### config.mk
export PLATFORM = sky130hd
export DESIGN_NAME = slice_serial_alu
export DESIGN_NICKNAME = d
export VERILOG_FILES = /design/src/rtl/slice_serial_alu_pkg.sv /design/src/rtl/slice_lane_alu.sv /design/src/rtl/slice_serial_alu.sv
export SDC_FILE = /design/constraint.sdc
export NUM_CORES = 1
export LEC_CHECK = 0
export ABC_AREA = 1
export CAP_MARGIN = 20
export CORE_UTILIZATION = 46
export DETAILED_ROUTE_END_ITERATION = 10
export PLACE_DENSITY_LB_ADDON = 0.1
export SETUP_SLACK_MARGIN = 0.02
export SYNTH_ARGS = -nofsm -noshare
export SYNTH_HDL_FRONTEND = slang
export SYNTH_HIERARCHICAL = 1
export SYNTH_SLANG_ARGS = --single-unit
export TNS_END_PERCENT = 20
### constraint.sdc
create_clock -name clk -period 2.4 [get_ports clk]
set_input_delay 0.36 -clock clk [delete_from_list [all_inputs] [get_ports clk]]
set_output_delay 0.36 -clock clk [all_outputs]
set_load 0.005 [all_outputs]
### src/rtl/slice_serial_alu_pkg.sv
// Shared types for the bit-sliced serial ALU.
// Op encodings, FSM state and slice-count helper.
package spar_slice_pkg;

  typedef enum logic [1:0] {
    OP_ADD = 2'd0,
    OP_SUB = 2'd1,
    OP_AND = 2'd2,
    OP_XOR = 2'd3
  } op_e;

  typedef enum logic [0:0] {
    ST_IDLE = 1'b0,
    ST_RUN  = 1'b1
  } state_e;

  function automatic int nslice(
    input int length,
    input int slice_size
  );
    return length / slice_size;
  endfunction

endpackage

### src/rtl/slice_lane_alu.sv
// Combinational one-slice ALU for a single lane.
// Carry passes straight through for the logic ops.
module slice_lane_alu
  import spar_slice_pkg::*;
#(
  parameter int W = 4
) (
  input  logic [W-1:0] i_a,
  input  logic [W-1:0] i_b,
  input  logic         i_cin,
  input  op_e          i_op,
  output logic [W-1:0] o_r,
  output logic         o_cout
);

  logic [W-1:0] w_b;
  logic [W:0]   w_sum;

  always_comb begin
    w_b    = (i_op == OP_SUB) ? ~i_b : i_b;
    w_sum  = {1'b0, i_a} + {1'b0, w_b}
           + {{W{1'b0}}, i_cin};
    o_r    = '0;
    o_cout = i_cin;
    unique case (i_op)
      OP_ADD, OP_SUB: begin
        o_r    = w_sum[W-1:0];
        o_cout = w_sum[W];
      end
      OP_AND: o_r = i_a & i_b;
      OP_XOR: o_r = i_a ^ i_b;
      default: begin
        o_r    = '0;
        o_cout = i_cin;
      end
    endcase
  end

endmodule

### src/rtl/slice_serial_alu.sv
// Serial slice ALU lane array: FSM, slice counter and
// per-lane carry / zero tracking around slice_lane_alu.
module slice_serial_alu
  import spar_slice_pkg::*;
#(
  parameter int SIZE       = 1,
  parameter int PE         = 2,
  parameter int Slice_Size = 4,
  parameter int LENGTH     = 32
) (
  input  logic                          clk,
  input  logic                          reset,
  input  logic                          start,
  input  logic [1:0]                    op,
  input  logic                          in_valid,
  input  logic [Slice_Size*PE*2*SIZE-1:0] serial_data_in,
  output logic [Slice_Size*PE*SIZE-1:0] serial_data_out,
  output logic                          out_valid,
  output logic [PE*SIZE-1:0]            carry_out,
  output logic [PE*SIZE-1:0]            zero,
  output logic                          busy,
  output logic                          finish
);

  localparam int L      = PE * SIZE;
  localparam int S      = Slice_Size;
  localparam int NSLICE = nslice(LENGTH, Slice_Size);
  localparam int CW     = $clog2(NSLICE) + 1;
  localparam logic [CW-1:0] LAST = CW'(NSLICE - 1);

  state_e          r_state;
  op_e             r_op;
  logic [CW-1:0]   r_cnt;
  logic [L-1:0]    r_carry;
  logic [L-1:0]    r_zacc;
  logic [L*S-1:0]  r_dout;
  logic            r_ovalid;
  logic            r_finish;
  logic [L-1:0]    r_cout;
  logic [L-1:0]    r_zero;

  logic [L*S-1:0]  w_res;
  logic [L-1:0]    w_cy;
  logic [L-1:0]    w_z;

  for (genvar i = 0; i < L; i++) begin : g_lane
    slice_lane_alu #(.W(S)) u_lane (
      .i_a    (serial_data_in[i*2*S +: S]),
      .i_b    (serial_data_in[i*2*S+S +: S]),
      .i_cin  (r_carry[i]),
      .i_op   (r_op),
      .o_r    (w_res[i*S +: S]),
      .o_cout (w_cy[i])
    );
    assign w_z[i] = (w_res[i*S +: S] == '0);
  end

  always_ff @(posedge clk) begin
    if (reset) begin
      r_state  <= ST_IDLE;
      r_op     <= OP_ADD;
      r_cnt    <= '0;
      r_carry  <= '0;
      r_zacc   <= '1;
      r_dout   <= '0;
      r_ovalid <= 1'b0;
      r_finish <= 1'b0;
      r_cout   <= '0;
      r_zero   <= '0;
    end else begin
      r_ovalid <= 1'b0;
      r_finish <= 1'b0;
      if (start) begin
        r_op    <= op_e'(op);
        r_cnt   <= '0;
        r_carry <= {L{op_e'(op) == OP_SUB}};
        r_zacc  <= '1;
        r_cout  <= '0;
        r_zero  <= '0;
        r_state <= ST_RUN;
      end else if (r_state == ST_RUN && in_valid) begin
        r_dout   <= w_res;
        r_ovalid <= 1'b1;
        r_carry  <= w_cy;
        r_zacc   <= r_zacc & w_z;
        r_cnt    <= r_cnt + 1'b1;
        if (r_cnt == LAST) begin
          r_finish <= 1'b1;
          r_cout   <= w_cy;
          r_zero   <= r_zacc & w_z;
          r_state  <= ST_IDLE;
        end
      end
    end
  end

  assign serial_data_out = r_dout;
  assign out_valid       = r_ovalid;
  assign finish          = r_finish;
  assign carry_out       = r_cout;
  assign zero            = r_zero;
  assign busy            = (r_state == ST_RUN);

endmodule

Yosys cells after proc, flatten, opt, wreduce, memory -nomap -nowiden
Cells that the tools add are included.
- shifts and indexed selects: 0
- bitwise operators: 9
- multipliers: 0
- add/sub/neg operators: 5
- multiplexer cells: 13
- divide/modulo/power cells: 0
- equality and inequality tests: 5
- reductions and logical operators: 12
- $lt $le $gt $ge: 0
- operator list (operator ; number):
    one-hot mux 4 bit (3 select lines) ; 2
    adder 4 x 4 -> 5 bit ; 2
    adder 5 x 1 -> 5 bit ; 2
    bitwise AND 4 bit ; 2
    zero test 4 bit ; 2
    two-way mux 4 bit ; 2
    inverter 4 bit ; 2
    bitwise XOR 4 bit ; 2
    two-way mux 1 bit ; 7
    AND reduction 2 bit ; 3
    adder 4 x 1 -> 4 bit, second input constant ; 1
    == test 2 x 1 -> 1 bit, second input constant ; 2
    == test 2 bit, second input constant ; 2
    == test 4 x 3 -> 1 bit, second input constant ; 1
    two-way mux 2 bit ; 2
    nonzero test 2 bit ; 2
    OR reduction 2 bit ; 2
    OR reduction 3 bit ; 1
    bitwise AND 2 bit ; 1
    zero test 2 bit ; 1
    inverter 1 bit ; 2
    logical AND 1 bit ; 1
- latch bits: 0
- bits in read-only memories: 0
- memories kept: 0
- flip-flop bits (word level): 25
- memory bits (writable): 0
- bits of input ports: 22
- logic and storage cells: 54

Depth between registers and ports, before layout
- depth after elaboration: 7
- depth in mapped cells: 14
- gate-level depth less buffers: 14

Modules after synthesis
Netlist, hierarchy kept.
- modules (own cells, without submodules) (module ; instances ; seq. area each (um2) ; cells each ; area an instance (um2)):
    slice_serial_alu ; 1 ; 500.5 ; 124 ; 1021.0
    slice_lane_alu ; 2 ; 0.0 ; 54 ; 344.1

Least setup slack after synthesis
OpenSTA, ideal clock, no wires.
- path kind: reg2reg
- start point: reg r_op[0]
- end point: reg r_zero[1] (netlist: zero[1])
- data required time: 2.336 ns
- data arrival time: 2.229 ns
- slack: 0.107 ns
- path buffers: 0
- setup time: 0.064 ns
- cell stages (with the launch flop): 14
- cells stage by stage: dfxtp_1 -> nand2_2 -> xnor2_1 -> fa_1 -> fa_1 -> nor2_1 -> nor2_1 -> nand2_1 -> nand3_1 -> nor2_1 -> nand3_1 -> nand2_1 -> inv_1 -> nor2_1
- cells in the longest elaborated chain, start to end: 7
- elaborated cells between the ends (all ways): 11
- classes of those cells: add/sub: 2; eq/ne: 3; mux: 2; bitwise: 1; reduce/logical: 3
- ends and longest elaborated chain (item ; line ; RTL):
    from (decl) ; slice_serial_alu.sv:32 ; op_e r_op;
    from (signal assigned) ; slice_serial_alu.sv:74 ; r_op <= op_e'(op);
    == test 2 x 1 -> 1 bit ; slice_lane_alu.sv:20, slice_lane_alu.sv:25 ;
    two-way mux 4 bit ; slice_lane_alu.sv:20 ; w_b = (i_op == OP_SUB) ? ~i_b : i_b;
    adder 4 x 4 -> 5 bit ; slice_lane_alu.sv:21 ; w_sum = {1'b0, i_a} + {1'b0, w_b}
    adder 5 x 1 -> 5 bit ; slice_lane_alu.sv:22 ; + {{W{1'b0}}, i_cin};
    one-hot mux 4 bit (3 select lines) (*) ; slice_lane_alu.sv:25 ; unique case (i_op)
    named net w_res[6] ; slice_serial_alu.sv:42 ; logic [L*S-1:0] w_res;
    zero test 4 bit (*) ; slice_serial_alu.sv:55 ; assign w_z[i] = (w_res[i*S +: S] == '0);
    bitwise AND 2 bit (*) ; slice_serial_alu.sv:90 ; r_zero <= r_zacc & w_z;
    to (signal assigned) ; slice_serial_alu.sv:90 ;
    to (decl) ; slice_serial_alu.sv:40 ; logic [L-1:0] r_zero;
The timed path passes the listed nets; every way through them passes the cells marked *.
A chain may end at the register's enable or synchronous reset.

Final worst setup path
- start point: in serial_data_in[4]
- end point: reg r_zero[0] (netlist: zero[0])
- cells in the longest elaborated chain, start to end: 7
- elaborated cells between the ends (all ways): 9
- classes of those cells: add/sub: 2; mux: 2; bitwise: 4; reduce/logical: 1
- ends and longest elaborated chain (item ; line ; RTL):
    from (decl) ; slice_serial_alu.sv:16 ; input logic [Slice_Size*PE*2*SIZE-1:0] serial_data_in,
    inverter 4 bit ; slice_lane_alu.sv:20 ;
    two-way mux 4 bit (*) ; slice_lane_alu.sv:20 ;
    adder 4 x 4 -> 5 bit (*) ; slice_lane_alu.sv:21 ;
    adder 5 x 1 -> 5 bit (*) ; slice_lane_alu.sv:22 ;
    one-hot mux 4 bit (3 select lines) (*) ; slice_lane_alu.sv:25 ;
    named net w_res[2] ; slice_serial_alu.sv:42 ;
    zero test 4 bit (*) ; slice_serial_alu.sv:55 ;
    bitwise AND 2 bit (*) ; slice_serial_alu.sv:90 ;
Marks and branches as above.

==> impl_results.md <==
* Outcome: finished, final reports clean
* Final setup fails at 0
* Routed Antenna Nets at 0
* Num ports at 37
* Tcrit/Tclk final at 93.33%
* CTS sink count at 25
* Worst-margin pin slew at 371.8 ps
* Met3 usage at 4.380%
* Slew headroom at 75.18%
* Mean Syn Cell Area at 7.367 µm²
* Post-synthesis sequential area ratio at 29.28%
* Placed cell area at 0.002187 mm²
* Residual DRC count at 0
* CP cell instances: clkdlybuf4s50_1 > xnor2_1 > fa_2 > fa_1 > nor2_1 > nor2_1 > nand2_1 > nand3_1 > nor2_2 > nand3_1 > nand2_1 > nand2_1 > nor2_1
* Worst Hold Slack at 490.1 ps
* # hold bufs at CTS at 0
* CP peak stage delay at 450 ps
* Via/cell ratio at 4.951
* Htree depth at 1
* Initial antenna violation count at 0
* Clk slew on worst S/H paths at 90 ps
* Switching Share at 31.99%
* Syn nets at 273
* Cell Rows at 21
* DRT Pass-1 Iters at 4
* Post-DP HPWL at 2.874 mm
* Max-cap violations at 0
* Largest net degree at the start of global routing at 16
* Worst reg2reg setup slack at 200 ps
* First-pass GRT wire length at 6.486 mm
* CP max-delay cell: clkdlybuf4s50_1
* Worst-skew pair later-pin latency at 280 ps
* CTS tree: done
* FF-to-FF Start: r_op[1]
* Worst setup SP type: primary input
* Internal power at 0.0007159 W
* Final core area utilization at 66.05%
* Global route overflow at 0
* YS warnings at 6
* Worst hold endpoint: r_cnt[1]
* Sw Pwr at 0.0003367 W
* Via Count at 1619
* Routed WL per cell at 11.20 µm
* Clock root cell: clkbuf_8
* RePlAce Congestion at 0.9383
* Synth cell types at 26
* Leading cell types in the layout, fill and taps excluded: nand2_1 (37), nand3_1 (36), clkdlybuf4s50_1 (35), nor2_1 (33), dfxtp_1 (23)
* Crit path DAT at 2450 ps
* Unrepaired setup endpoints after global routing: true
* Layout cells sized above 1 at 18.51%
* Final Cell Area at 0.002273 mm²
* Power share of the clock group at 24.4%
* Die Span Y at 62.96 µm
* Initial Utilization at 49.65%
* Min-Delay Path Class: reg2reg
* Slew Limit Fails at 0
* Critical path type: in2reg
* Commonest non-fill, non-tap cell in the layout: nand2_1
* Yosys reg bits at 25
* R2R Path End: zero[1]
* Grt met1 use at 26.12%
* Ant diodes at 0
* Input/output buffers at 36
* Gr busiest metal: met2
* Core Footprint at 0.003442 mm²
* Die width at 62.96 µm
* Design Power at 0.001053 W
* Reg2Reg Depth at 14
* Cts bufs inserted at 3
* Maximum buffer depth of the clock tree at 2
* Mapped Cells at 232
* Final hold violation count at 0
* Area grow syn2layout at 33.02%
* Vias in the first global route at 1552
* Hold path start: r_cnt[1]
* Initial DRC Count at 84
* Hold path cells at 2
* Final min period at 2240 ps
* Max VDD drop at 0.3428 mV
* Pwr per Cell Area at 463.0 mW/mm²
* Die area at 0.003963 mm²
* Fmax at 446.4 MHz
* Net count reported at finish at 323
* Routing usage on met2 at 33.60%
* Setup Skew at 9.575 ps
* Leakage at 1.007 nW
* Crit path max fanout at 3
* GRT Resource Usage Total at 20.28%
* Crit path capture type: flip-flop
* Cell area after synthesis at 0.001709 mm²
* WL final at 3.663 mm
* Seq pwr share at 42.0%
* Comb power frac at 33.6%
* Data required time of the worst path at 2610 ps
==> flip-flops by register name, summed over array words and instances, names as in the netlist <==
| signal | count |
|---|---|
| busy | 1 |
| carry_out | 2 |
| finish | 1 |
| out_valid | 1 |
| r_carry | 2 |
| r_cnt | 4 |
| r_op | 2 |
| r_zacc | 2 |
| serial_data_out | 8 |
| zero | 2 |
==> metal layers <==
metal | vias to the layer above | routed length (µm)
li1 | 860 | -
met1 | 715 | 1810
met2 | 35 | 1661
met3 | 9 | 121
met4 | 0 | 69
met5 | - | 0
==> cells by family after synthesis <==
logic type | Yosys count | synth area share (%)
simple gates | 126 | 34.77
flops | 25 | 29.28
fa+ha+maj | 19 | 15.67
compound gates | 27 | 9.151
xor+xnor | 9 | 4.612
buf+inv | 26 | 6.516
==> power by group through the flow <==
stage / combinational, W / sequential [W] / clock [W]
floorplan: 0.000204 / 0.000451 / 0
global placement: 0.000335 / 0.000451 / 0
detailed placement: 0.000337 / 0.000451 / 0
CTS: 0.000340 / 0.000442 / 0.000262
global route: 0.000400 / 0.000445 / 0.000280
finish: 0.000354 / 0.000442 / 0.000256
==> metrics by stage <==
stage,setup WS (ps),TNS [ps],std cells
floorplan,107.1,0,232
global placement,-176.0,-612.9,322
detailed placement,-199.3,-1006,322
CTS,39.58,0,326
global route,0.1124,0,327
finish,160.0,0,327
==> cells in the mapped netlist <==
master | instances | area, µm²
nor2_1 | 35 | 131.4
ha_1 | 15 | 187.7
nand2_4 | 2 | 22.52
inv_4 | 1 | 6.260
o21ai_2 | 2 | 17.52
o21ai_0 | 2 | 10.01
inv_1 | 17 | 63.81
xnor2_1 | 8 | 70.07
nor2_4 | 1 | 11.26
inv_2 | 5 | 18.77
fa_1 | 4 | 80.08
a21oi_1 | 9 | 45.04
nand2_2 | 3 | 18.77
nand2_1 | 37 | 138.9
buf_4 | 2 | 15.01
clkbuf_4 | 1 | 7.510
a21oi_2 | 1 | 8.760
nor2_2 | 9 | 56.30
o21bai_1 | 3 | 22.52
nand3_2 | 1 | 10.01
o21ai_1 | 9 | 45.04
nand3_1 | 37 | 185.2
xor2_1 | 1 | 8.760
nor2_8 | 1 | 20.02
dfxtp_1 | 25 | 500.5
a211oi_1 | 1 | 7.510
==> worst max path at each step <==
stage                     slack (ps)  endpoint              start
final                            160   zero[0]  serial_data_in[4]
after CTS                         40   zero[0]            r_op[1]
after global routing             0.1   zero[0]  serial_data_in[4]
after detailed placement        -200   zero[0]  serial_data_in[4]
after floorplan                  110   zero[1]            r_op[0]
after global placement          -180   zero[0]  serial_data_in[4]
==> worst max-delay path, delay by kind of cell <==
family                   cells  cell delay [ps]
adder cells (fa/ha/maj)      2              760
AND/OR/NAND/NOR              9              710
buffers and inverters        1              450
XOR/XNOR                     1              160
==> layout make-up <==
class / count / area, µm²
flip-flops and latches: 25 / 503.0
multi-input cells: 181 / 1122
inverters: 23 / 88.84
clock buffers: 3 / 41.29
clock inverters: 1 / 7.507
fillers: 313 / 1169
well taps: 46 / 57.56
repair buffers: 48 / 452.9
==> timing repair <==
item | 4_1_cts | 5_1_grt
resized for setup | 0 | 11
setup buffers | 0 | 1
endpoints found under the setup margin | 0 | 3
(Power assumes the default switching activity.)
